**config.mk**
```make
export PLATFORM = sky130hd
export DESIGN_NAME = logic_unit_pipe
export DESIGN_NICKNAME = d
export VERILOG_FILES = /design/src/rtl/logic_unit_pipe.sv
export SDC_FILE = /design/constraint.sdc
export NUM_CORES = 1
export LEC_CHECK = 0
export CAP_MARGIN = 20
export CELL_PAD_IN_SITES_DETAIL_PLACEMENT = 1
export CELL_PAD_IN_SITES_GLOBAL_PLACEMENT = 2
export CORE_MARGIN = 2
export CORE_UTILIZATION = 35
export CTS_CLUSTER_DIAMETER = 60
export DETAILED_ROUTE_END_ITERATION = 10
export DONT_BUFFER_PORTS = 1
export GPL_ROUTABILITY_DRIVEN = 1
export GPL_TIMING_DRIVEN = 0
export HOLD_SLACK_MARGIN = 0.05
export PLACE_DENSITY = 0.81
export REMOVE_ABC_BUFFERS = 1
export SLEW_MARGIN = 0
export SYNTH_ARGS = -nofsm -noshare
export SYNTH_HDL_FRONTEND = slang
export SYNTH_SLANG_ARGS = --single-unit
```
**constraint.sdc**
```tcl
create_clock -name clk -period 7.2 [get_ports clk]
set_clock_uncertainty 0.15 [all_clocks]
set_input_delay 0.36 -clock clk [delete_from_list [all_inputs] [get_ports clk]]
set_output_delay 0.36 -clock clk [all_outputs]
set_load 0.03 [all_outputs]
```
**src/rtl/logic_unit_pipe.sv**
```systemverilog
// Pipelined WIDTH-bit bitwise logic unit with valid/ready handshakes, a registered
// result stage carrying zero/parity flags, and an accumulator usable as operand A.
//
// state    | meaning
// ---------+-----------------------------------------------
// ST_EMPTY | result register holds nothing, out_valid=0
// ST_FULL  | result register holds a result, out_valid=1
module logic_unit_pipe #(
  parameter int                 WIDTH    = 8,
  parameter logic [WIDTH-1:0]   ACC_INIT = '0
) (
  input  logic             clk,
  input  logic             rst_n,
  input  logic             in_valid,
  output logic             in_ready,
  input  logic [WIDTH-1:0] in_a,
  input  logic [WIDTH-1:0] in_b,
  input  logic [2:0]       in_op,
  input  logic             in_acc,
  input  logic             acc_clr,
  output logic             out_valid,
  input  logic             out_ready,
  output logic [WIDTH-1:0] out_y,
  output logic             out_zero,
  output logic             out_parity,
  output logic [WIDTH-1:0] acc_q
);

  typedef enum logic {ST_EMPTY, ST_FULL} state_t;

  state_t           state_q, state_d;
  logic [WIDTH-1:0] y_q, y_d;
  logic             zero_q, zero_d;
  logic             par_q, par_d;
  logic [WIDTH-1:0] acc_d;
  logic [WIDTH-1:0] op_a;
  logic [WIDTH-1:0] result;
  logic             accept;

  assign in_ready   = (state_q == ST_EMPTY) || out_ready;
  assign accept     = in_valid && in_ready;
  assign out_valid  = (state_q == ST_FULL);
  assign out_y      = y_q;
  assign out_zero   = zero_q;
  assign out_parity = par_q;

  // Operand A comes from the pre-clear accumulator even when acc_clr is set.
  assign op_a = in_acc ? acc_q : in_a;

  always_comb begin
    result = '0;
    case (in_op)
      3'd0:    result = op_a & in_b;
      3'd1:    result = op_a | in_b;
      3'd2:    result = ~op_a;
      3'd3:    result = ~(op_a & in_b);
      3'd4:    result = ~(op_a | in_b);
      3'd5:    result = op_a ^ in_b;
      3'd6:    result = ~(op_a ^ in_b);
      default: result = in_b;
    endcase
  end

  always_comb begin
    state_d = state_q;
    y_d     = y_q;
    zero_d  = zero_q;
    par_d   = par_q;
    acc_d   = acc_q;
    case (state_q)
      ST_EMPTY: if (accept) state_d = ST_FULL;
      ST_FULL:  if (out_ready && !accept) state_d = ST_EMPTY;
      default:  state_d = ST_EMPTY;
    endcase
    if (accept) begin
      y_d    = result;
      zero_d = ~|result;
      par_d  = ^result;
      acc_d  = result;
    end
    if (acc_clr) acc_d = ACC_INIT;
  end

  always_ff @(posedge clk or negedge rst_n) begin
    if (!rst_n) begin
      state_q <= ST_EMPTY;
      y_q     <= '0;
      zero_q  <= 1'b1;
      par_q   <= 1'b0;
      acc_q   <= ACC_INIT;
    end else begin
      state_q <= state_d;
      y_q     <= y_d;
      zero_q  <= zero_d;
      par_q   <= par_d;
      acc_q   <= acc_d;
    end
  end

endmodule

```
==> metrics.txt, run 1 <==
share of the synthesized area in the top cell type 25.5%; R2R Path End out_parity; Root Buffer clkbuf_8; Top Layer Used met4; number of DRC markers in iteration 0 19; antenna-violating nets left 0; final hold slack 0.276 ns; area grow syn2layout 3.76%; Post-CTS Setup Bufs 0; Global Route Usage Sum 16.5%; first-pass GRT wire length 7.14 mm; final total power 0.340 mW; met3 routed WL 318 um; vias in the first global route 1553; # rows 25; register area share after synthesis 27.0%; Design Area, Final 0.00183 mm2; Syn Area/Cell 8.53 um2; # diodes 0; H-tree depth 1; number of max-cap violations 0; Post-synth EDFFs 0; die area 0.00563 mm2; register bit total from synthesis 19; unique cell type count in the Yosys netlist 51; Max Slew Vio Count 0; Tightest Pin Transition 0.854 ns; CTS Buf Count 3; HP Start in_b[0]; yosys warns 0; clk slew on worst S/H paths 0.07 ns; layout cell share with drive strength beyond 1 7.96%; top post-synthesis cells by count 35 x nand2_1, 18 x dfrtp_1, 18 x inv_1, 16 x ha_1, 11 x nor2_1; fmax 0.323 GHz; ys flop type dfrtp_1; top post-synthesis cells by area dfrtp_1 26%, ha_1 11%, nand2_1 7.4%; I/O pin cnt 45; hold path cells 3; Clock Latency Late Sink 0.26 ns; Vias/cell 5.43; fraction of registers with async set/reset 100%; CP Max Fanout 3; worst vdd ir 0.103 mV; Wirelength per Cell 16.1 um; crit end category register; setup TNS 0 ns; Hold/Removal Path Class input pin to register; RSZ-0062 raised after global routing no; initial antenna violation count 0; leakage power 0.862 nW; cell count after synthesis 207; Setup CP Type register to register; Pre-antenna DRT Iters 4; pwr dens 185 mW/mm2; CTS tree built; core area 0.00479 mm2; Setup crit start kind register; fin crit period 3.10 ns; largest net degree at the start of global routing 31; DR WL met2 2.01 mm; Crit path required time 7.17 ns; Worst setup startpoint acc_q[7]; clk sinks 19; reg2reg setup slack 4.10 ns; Metal-1 WL 1.96 mm; r2r worst-path depth 10; placer's final routability congestion estimate 0.775; Final Util 38.3%; DP HPWL 3.33 mm; Die Wd 75.0 um; Placed Area 0.00176 mm2; Final Cycle Share 43.0%; top cell type by total area after synthesis dfrtp_1; Worst Hold Path EP out_zero; Nets 243; post-synth design cell area 0.00177 mm2; top-count cell post-synth nand2_1; Worst R2R Start acc_q[7]; CP arrival 3.07 ns; via count 1456; Hold Vio Cnt, Final 0; I/O Buffers 0; Slew Limit Headroom 42.8%; final wirelength 4.31 mm; final setup fails 0; Initial Utilization 36.9%; GR Overflow Total 0; maximum clock path buffer count 2; die height 75.0 um; status finished clean; DRC viols 0
-- how the worst max path moves through the flow --
stage | endpoint | slack, ns
2_1_floorplan | out_parity | 4.37
3_3_place_gp | out_parity | 4.12
3_5_place_dp | out_parity | 4.10
4_1_cts | out_parity | 4.08
5_1_grt | out_parity | 3.91
6_report | out_parity | 4.10
-- per-layer routing --
layer	track usage, %	vias to the layer above
li1	-	707
met1	20.4	710
met2	28.5	35
met3	5.89	4
met4	2.38	0
met5	0	-
-- layout by cell type, fill, tap and decap left out, types with 4 or more instances in the layout --
cell       n
nand2b_1   4
a21oi_1   10
inv_1     18
nand2_1   35
o21ai_0    8
nor2b_1    6
dfrtp_1   18
a31oi_1    4
mux2_2     5
ha_1      16
nor2_1    11
o21ai_1    6
mux2i_1    8
-- cells by family (layout without fill, tap and decap cells) --
group | count (synthesis) | after routing | synth area share [%]
XOR/XNOR | 5 | 5 | 4.47
adder cells (fa/ha/maj) | 16 | 16 | 11.3
multiplexers | 14 | 14 | 8.58
flip-flops | 19 | 19 | 27.0
AO/OA/AOI/OAI | 48 | 48 | 17.7
buffers and inverters | 32 | 26 | 9.28
AND/OR/NAND/NOR | 73 | 73 | 21.6
-- worst max-delay path, stage by stage (launching register included) --
cell      delay, ns
dfrtp_1        0.50
mux2_2         0.35
inv_1          0.06
ha_1           0.23
o21a_1         0.17
o21ai_1        0.15
o221ai_2       0.10
o22ai_1        0.31
xnor3_1        0.47
xnor3_1        0.39
o21ai_1        0.06
-- registers in the layout, indices dropped and copies added, names as in the netlist --
signal      count
acc_q           8
out_parity      1
out_y           8
out_valid       1
out_zero        1
-- final cells by class --
cell class / count / area, um2
timing repair buffer: 3 / 30.0
tap: 67 / 83.8
fill: 598 / 2950
sequential: 19 / 477
inverter: 19 / 71.3
clock buffer: 4 / 45.0
multi-input combinational: 156 / 1120
-- power breakdown --
group	leakage, nW	switching [mW]	internal, mW
sequential	0.238	0.0410	0.121
clock	0.0228	0.0343	0.0394
combinational	0.602	0.0505	0.0536
-- metrics by stage --
stage | std cells | setup slack [ns]
after global routing | 268 | 3.91
after CTS | 267 | 4.08
final | 268 | 4.10
after detailed placement | 261 | 4.10
after global placement | 261 | 4.12
after floorplan | 194 | 4.37
-- timing repair --
item,in CTS,in global routing
hold endpoints to repair,27,1
hold buffers,2,1
resized for setup,0,0
No activity file was read; power rests on OpenSTA's default activity.
==> inputs of run 2 (changes only) <==
==> constraint.sdc (replaced) <==
create_clock -name clk -period 3.1 [get_ports clk]
set_clock_uncertainty 0.15 [all_clocks]
set_input_delay 0.155 -clock clk [delete_from_list [all_inputs] [get_ports clk]]
set_output_delay 0.155 -clock clk [all_outputs]
set_load 0.03 [all_outputs]
==> metrics.txt, run 2 (synthesized netlist as in run 1, its figures left out) <==
Hold Vio Cnt, Final 0 (unchanged); Final Cycle Share 95.0% (+52 points); Filler Cell Count 591 (-1.2%); CP cell instances mux2i_4 -> ha_1 -> and3b_1 -> o21ai_0 -> a31oi_2 -> xnor2_1 -> xnor3_1 -> xnor3_1 -> o21ai_1; pwr dens 426 mW/mm2 (+130%); RSZ-0062 raised after global routing no; I/O pin cnt 45 (unchanged); Max Slew Vio Count 0 (unchanged); final wirelength 4.31 mm (about the same); Vias/cell 5.43 (-0.14%); commonest non-fill, non-tap cell in the layout nand2_1; die area 0.00563 mm2 (unchanged); Clock Latency Late Sink 0.25 ns (about the same); worst vdd ir 0.235 mV (+130%); final setup margin 0.155 ns (-3.95 ns); most frequent cells in the layout 35 x nand2_1, 18 x inv_1, 16 x ha_1; area grow syn2layout 6.17%; Final Util 39.2% (+0.89 points); antenna-violating nets left 0 (unchanged); Hold/Removal Path Class input pin to register; CP max stage cell dfrtp_1; # diodes 0 (unchanged); Placed Instances 261 (unchanged); Largest stage delay, worst path 0.52 ns (+0.02 ns); # rows 25 (unchanged); first-pass GRT wire length 7.18 mm (+0.49%); clk sinks 19 (unchanged); Setup crit start kind register; vias in the first global route 1561 (+0.52%); Pre-antenna DRT Iters 4 (unchanged); leakage power 0.857 nW (-0.58%); layout cell share with drive strength beyond 1 12.4% (+4.5 points); setup TNS 0 ns (unchanged); DP HPWL 3.33 mm (unchanged); status finished clean; number of DRC markers in iteration 0 33 (+14); Tightest Pin Transition 0.844 ns (-0.0104 ns); via count 1454 (-0.14%); fmax 0.340 GHz (+5.1%); CTS tree built; setup slack at placement 0.00207 ns (-4.10 ns); Root Buffer clkbuf_8; Wirelength per Cell 16.1 um (about the same); Post-CTS Setup Bufs 0 (unchanged); final setup fails 0 (unchanged); Die Wd 75.0 um (unchanged); Global Route Usage Sum 16.6% (+0.083 points); I/O Buffers 0 (unchanged); Crit path required time 3.07 ns (-4.10 ns); clk slew on worst S/H paths 0.07 ns (about the same); non-filler cells, final 268 (unchanged); Crit path max-delay family XOR/XNOR gates; CP Max Fanout 3 (unchanged); largest net degree at the start of global routing 31 (unchanged); GR Overflow Total 0 (unchanged); Nets 243 (unchanged); Slew Limit Headroom 43.5% (+0.69 points); initial antenna violation count 0 (unchanged); H-tree depth 1 (unchanged); core area 0.00479 mm2 (unchanged); DRC viols 0 (unchanged); maximum clock path buffer count 2 (unchanged); die height 75.0 um (unchanged); number of max-cap violations 0 (unchanged); CP arrival 2.91 ns (-0.16 ns); crit end category register; CTS Buf Count 3 (unchanged); most used cell, CP xnor3_1; Setup CP Type register to register; placer's final routability congestion estimate 0.775 (unchanged); fin crit period 2.95 ns (-0.152 ns); CP bufs+invs 0 (-1); Initial Utilization 36.9% (unchanged)
-- run 2: report_power, final --
group | internal, mW | leakage, nW | switching [mW] | total [mW]
sequential | 0.282 | 0.233 | 0.0957 | 0.378
combinational | 0.132 | 0.601 | 0.119 | 0.251
clock | 0.0914 | 0.0228 | 0.0789 | 0.170
total | 0.505 | 0.857 | 0.293 | 0.799
-- run 2: worst min-delay path: cells and delay by family --
family / cells / cell delay (ns)
buffers and inverters: 1 / 0.06
AOI/OAI and AO/OA: 2 / 0.14
and+or+nand+nor: 1 / 0.11
-- run 2: routing by layer --
| metal | GRT usage (%) | up-vias | wire (um) |
|---|---|---|---|
| met5 | 0 | - | 0 |
| li1 | - | 710 | - |
| met2 | 28.8 | 32 | 2040 |
| met1 | 20.4 | 708 | 1950 |
| met4 | 2.38 | 0 | 16 |
| met3 | 5.89 | 4 | 303 |
-- run 2: area by class of cell --
cell class	count	area, um2	share of cell area [%]
sequential	19	480	25.6
multi-input combinational	156	1160	62.1
inverter	19	71.3	3.81
tap	67	83.8	4.47
timing repair buffer	3	30.0	1.60
clock buffer	4	45.0	2.40
-- run 2: final timing paths --
check / startpoint / endpoint / slack [ns] / cells after the start
worst max register to register: acc_q[5] / out_parity / 0.15 / 9
worst min register to register: out_zero / out_zero / 0.40 / 2
max in group asynchronous: rst_n / acc_q[1] / 1.93 / 1
min in group asynchronous: rst_n / out_y[0] / 0.30 / 1
worst max-delay path: acc_q[5] / out_parity / 0.15 / 9
worst min-delay path: in_b[7] / out_zero / 0.06 / 4
-- run 2: stage by stage --
step | hold slack, ns | instance area, um2 | total power, mW
6_report | 0.0567 | 1870 | 0.799
5_1_grt | 0.0854 | 1870 | 0.858
4_1_cts | 0.0517 | 1840 | 0.803
2_1_floorplan | -0.291 | 1670 | 0.568
3_3_place_gp | -0.290 | 1760 | 0.611
3_5_place_dp | -0.290 | 1760 | 0.618
-- run 2: what timing repair did --
item / CTS / global route
setup endpoints to repair: 1 / 2
pin swaps: 0 / 3
endpoints found under the hold margin: 28 / 0
hold buffers: 3 / 0
gates cloned: 0 / 0
resized for setup: 1 / 9
==> inputs of run 3 (changes only) <==
--- a/config.mk
+++ b/config.mk
@@ -5,6 +5,7 @@
 export SDC_FILE = /design/constraint.sdc
 export NUM_CORES = 1
 export LEC_CHECK = 0
+export ABC_CLOCK_PERIOD_IN_PS = 3100
 export CAP_MARGIN = 20
 export CELL_PAD_IN_SITES_DETAIL_PLACEMENT = 1
 export CELL_PAD_IN_SITES_GLOBAL_PLACEMENT = 2
@@ -17,6 +18,7 @@
 export GPL_TIMING_DRIVEN = 0
 export HOLD_SLACK_MARGIN = 0.05
 export PLACE_DENSITY = 0.81
+export RECOVER_POWER = 50
 export REMOVE_ABC_BUFFERS = 1
 export SLEW_MARGIN = 0
 export SYNTH_ARGS = -nofsm -noshare
==> metrics.txt, run 3 (synthesized netlist as in run 1, its figures left out) <==
status finished clean; Clock Latency Late Sink 0.25 ns (about the same); Crit path max-delay family XOR/XNOR gates; die area 0.00563 mm2 (unchanged); # rows 25 (unchanged); Top Layer Used met4; P_int 0.505 mW (about the same); setup TNS 0 ns (unchanged); clk slew on worst S/H paths 0.07 ns (about the same); Max Slew Vio Count 0 (unchanged); Crit path required time 3.07 ns (about the same); Final Cycle Share 95.0% (about the same); Setup crit start kind register; non-filler cells, final 268 (unchanged); first-pass GRT wire length 7.18 mm (unchanged); final wirelength 4.31 mm (unchanged); antenna-violating nets left 0 (unchanged); Sw Share 36.7% (about the same); CTS tree built; number of max-cap violations 0 (unchanged); leakage power 0.857 nW (about the same); most frequent cells in the layout 35 x nand2_1, 18 x inv_1, 16 x ha_1; GR Overflow Total 0 (unchanged); RSZ-0062 raised after global routing no; most used cell, CP xnor3_1; DP HPWL 3.33 mm (unchanged); Setup CP Type register to register; Hold/Removal Path Class input pin to register; CP bufs+invs 0 (unchanged); DRC viols 0 (unchanged); layout cell share with drive strength beyond 1 11.9% (-0.50 points); Initial Utilization 36.9% (unchanged); Die Wd 75.0 um (unchanged); Largest stage delay, worst path 0.52 ns (about the same); Vias/cell 5.43 (unchanged); core area 0.00479 mm2 (unchanged); share of power burned in the clock network 21.3% (about the same); fin crit period 2.95 ns (-0.0000140 ns); met3 routed WL 303 um (unchanged); Sw Pwr 0.293 mW (about the same); Tightest Pin Transition 0.839 ns (-0.00490 ns); clk sinks 19 (unchanged); Filler Cell Count 591 (unchanged); Slew Limit Headroom 43.9% (+0.33 points); Root Buffer clkbuf_8; Placed Instances 261 (unchanged); I/O Buffers 0 (unchanged); die height 75.0 um (unchanged); DR WL met2 2.04 mm (unchanged); CTS Buf Count 3 (unchanged); Comb pwr share 31.4% (about the same); I/O pin cnt 45 (unchanged); number of DRC markers in iteration 0 33 (unchanged); CP max stage cell dfrtp_1; largest net degree at the start of global routing 31 (unchanged); Pre-antenna DRT Iters 4 (unchanged); worst vdd ir 0.235 mV (unchanged); Flop pwr share 47.3% (about the same); Metal-1 WL 1.95 mm (unchanged); Global Route Usage Sum 16.6% (unchanged); placer's final routability congestion estimate 0.775 (unchanged); Wirelength per Cell 16.1 um (unchanged); # diodes 0 (unchanged); vias in the first global route 1561 (unchanged); area grow syn2layout 6.17% (unchanged); CP arrival 2.91 ns (about the same); final setup fails 0 (unchanged); CP cell instances mux2i_4 -> ha_1 -> and3b_1 -> o21ai_0 -> a31oi_2 -> xnor2_1 -> xnor3_1 -> xnor3_1 -> o21ai_1; Nets 243 (unchanged); Hold Vio Cnt, Final 0 (unchanged); CP Max Fanout 3 (unchanged); initial antenna violation count 0 (unchanged); pwr dens 426 mW/mm2 (about the same); fmax 0.340 GHz (about the same); H-tree depth 1 (unchanged); maximum clock path buffer count 2 (unchanged); crit end category register; commonest non-fill, non-tap cell in the layout nand2_1; via count 1454 (unchanged)
run 3: cell types whose count changed in the layout (fill, tap and decap cells not counted):
cell     previous run  this run
dfstp_1             0         1
dfstp_2             1         0
run 3: layout make-up:
cell class	instances	area [um2]	share of cell area, %
multi-input combinational	156	1160	62.1
sequential	19	480	25.6
tap	67	83.8	4.47
inverter	19	71.3	3.81
clock buffer	4	45.0	2.40
timing repair buffer	3	30.0	1.60
run 3: worst paths after layout:
check                         start    endpoint  slack [ns]  cells after the start
hold / removal              in_b[7]    out_zero        0.06                      4
max in group asynchronous     rst_n    acc_q[1]        1.93                      1
hold reg to reg            out_zero    out_zero        0.49                      2
setup reg to reg           acc_q[5]  out_parity        0.15                      9
setup / recovery           acc_q[5]  out_parity        0.15                      9
min in group asynchronous     rst_n    out_y[0]        0.29                      1
run 3: per-stage QoR:
| stage | utilization [%] | total power, mW | setup WS [ns] | cell area (um2) | hold WS [ns] |
|---|---|---|---|---|---|
| floorplan | - | 0.568 | 0.270 | 1670 | -0.291 |
| global placement | 36.7 | 0.611 | 0.0215 | 1760 | -0.290 |
| detailed placement | 36.7 | 0.618 | 0.00207 | 1760 | -0.290 |
| CTS | 38.4 | 0.803 | 0.0662 | 1840 | 0.0517 |
| global route | 39.2 | 0.858 | 0.00795 | 1870 | 0.0910 |
| finish | 39.2 | 0.798 | 0.155 | 1870 | 0.0621 |
run 3: timing repair:
action | CTS | global route
hold endpoints to repair | 28 | 0
gates cloned | 0 | 0
setup endpoints to repair | 1 | 2
pin swaps | 0 | 3
gates resized for setup | 1 | 9
hold buffers | 3 | 0
buffers inserted | 0 | 0
run 3: metal layers:
metal,vias up,global-route usage [%]
met4,0,2.38
met3,4,5.89
li1,710,-
met1,708,20.4
met2,32,28.8
met5,-,0
run 3: worst reg2reg max path, stage by stage (launching register included):
cell and delay [ns]:
dfrtp_1 0.52, mux2i_4 0.23, ha_1 0.26, and3b_1 0.20, o21ai_0 0.10, a31oi_2 0.31, xnor2_1 0.17, xnor3_1 0.42
xnor3_1 0.39, o21ai_1 0.06
run 3: power groups by stage:
stage | clock (mW) | combinational [mW] | sequential, mW
after floorplan | 0 | 0.194 | 0.374
after global placement | 0 | 0.230 | 0.382
after detailed placement | 0 | 0.236 | 0.382
after CTS | 0.177 | 0.249 | 0.378
after global routing | 0.192 | 0.283 | 0.383
final | 0.170 | 0.251 | 0.377
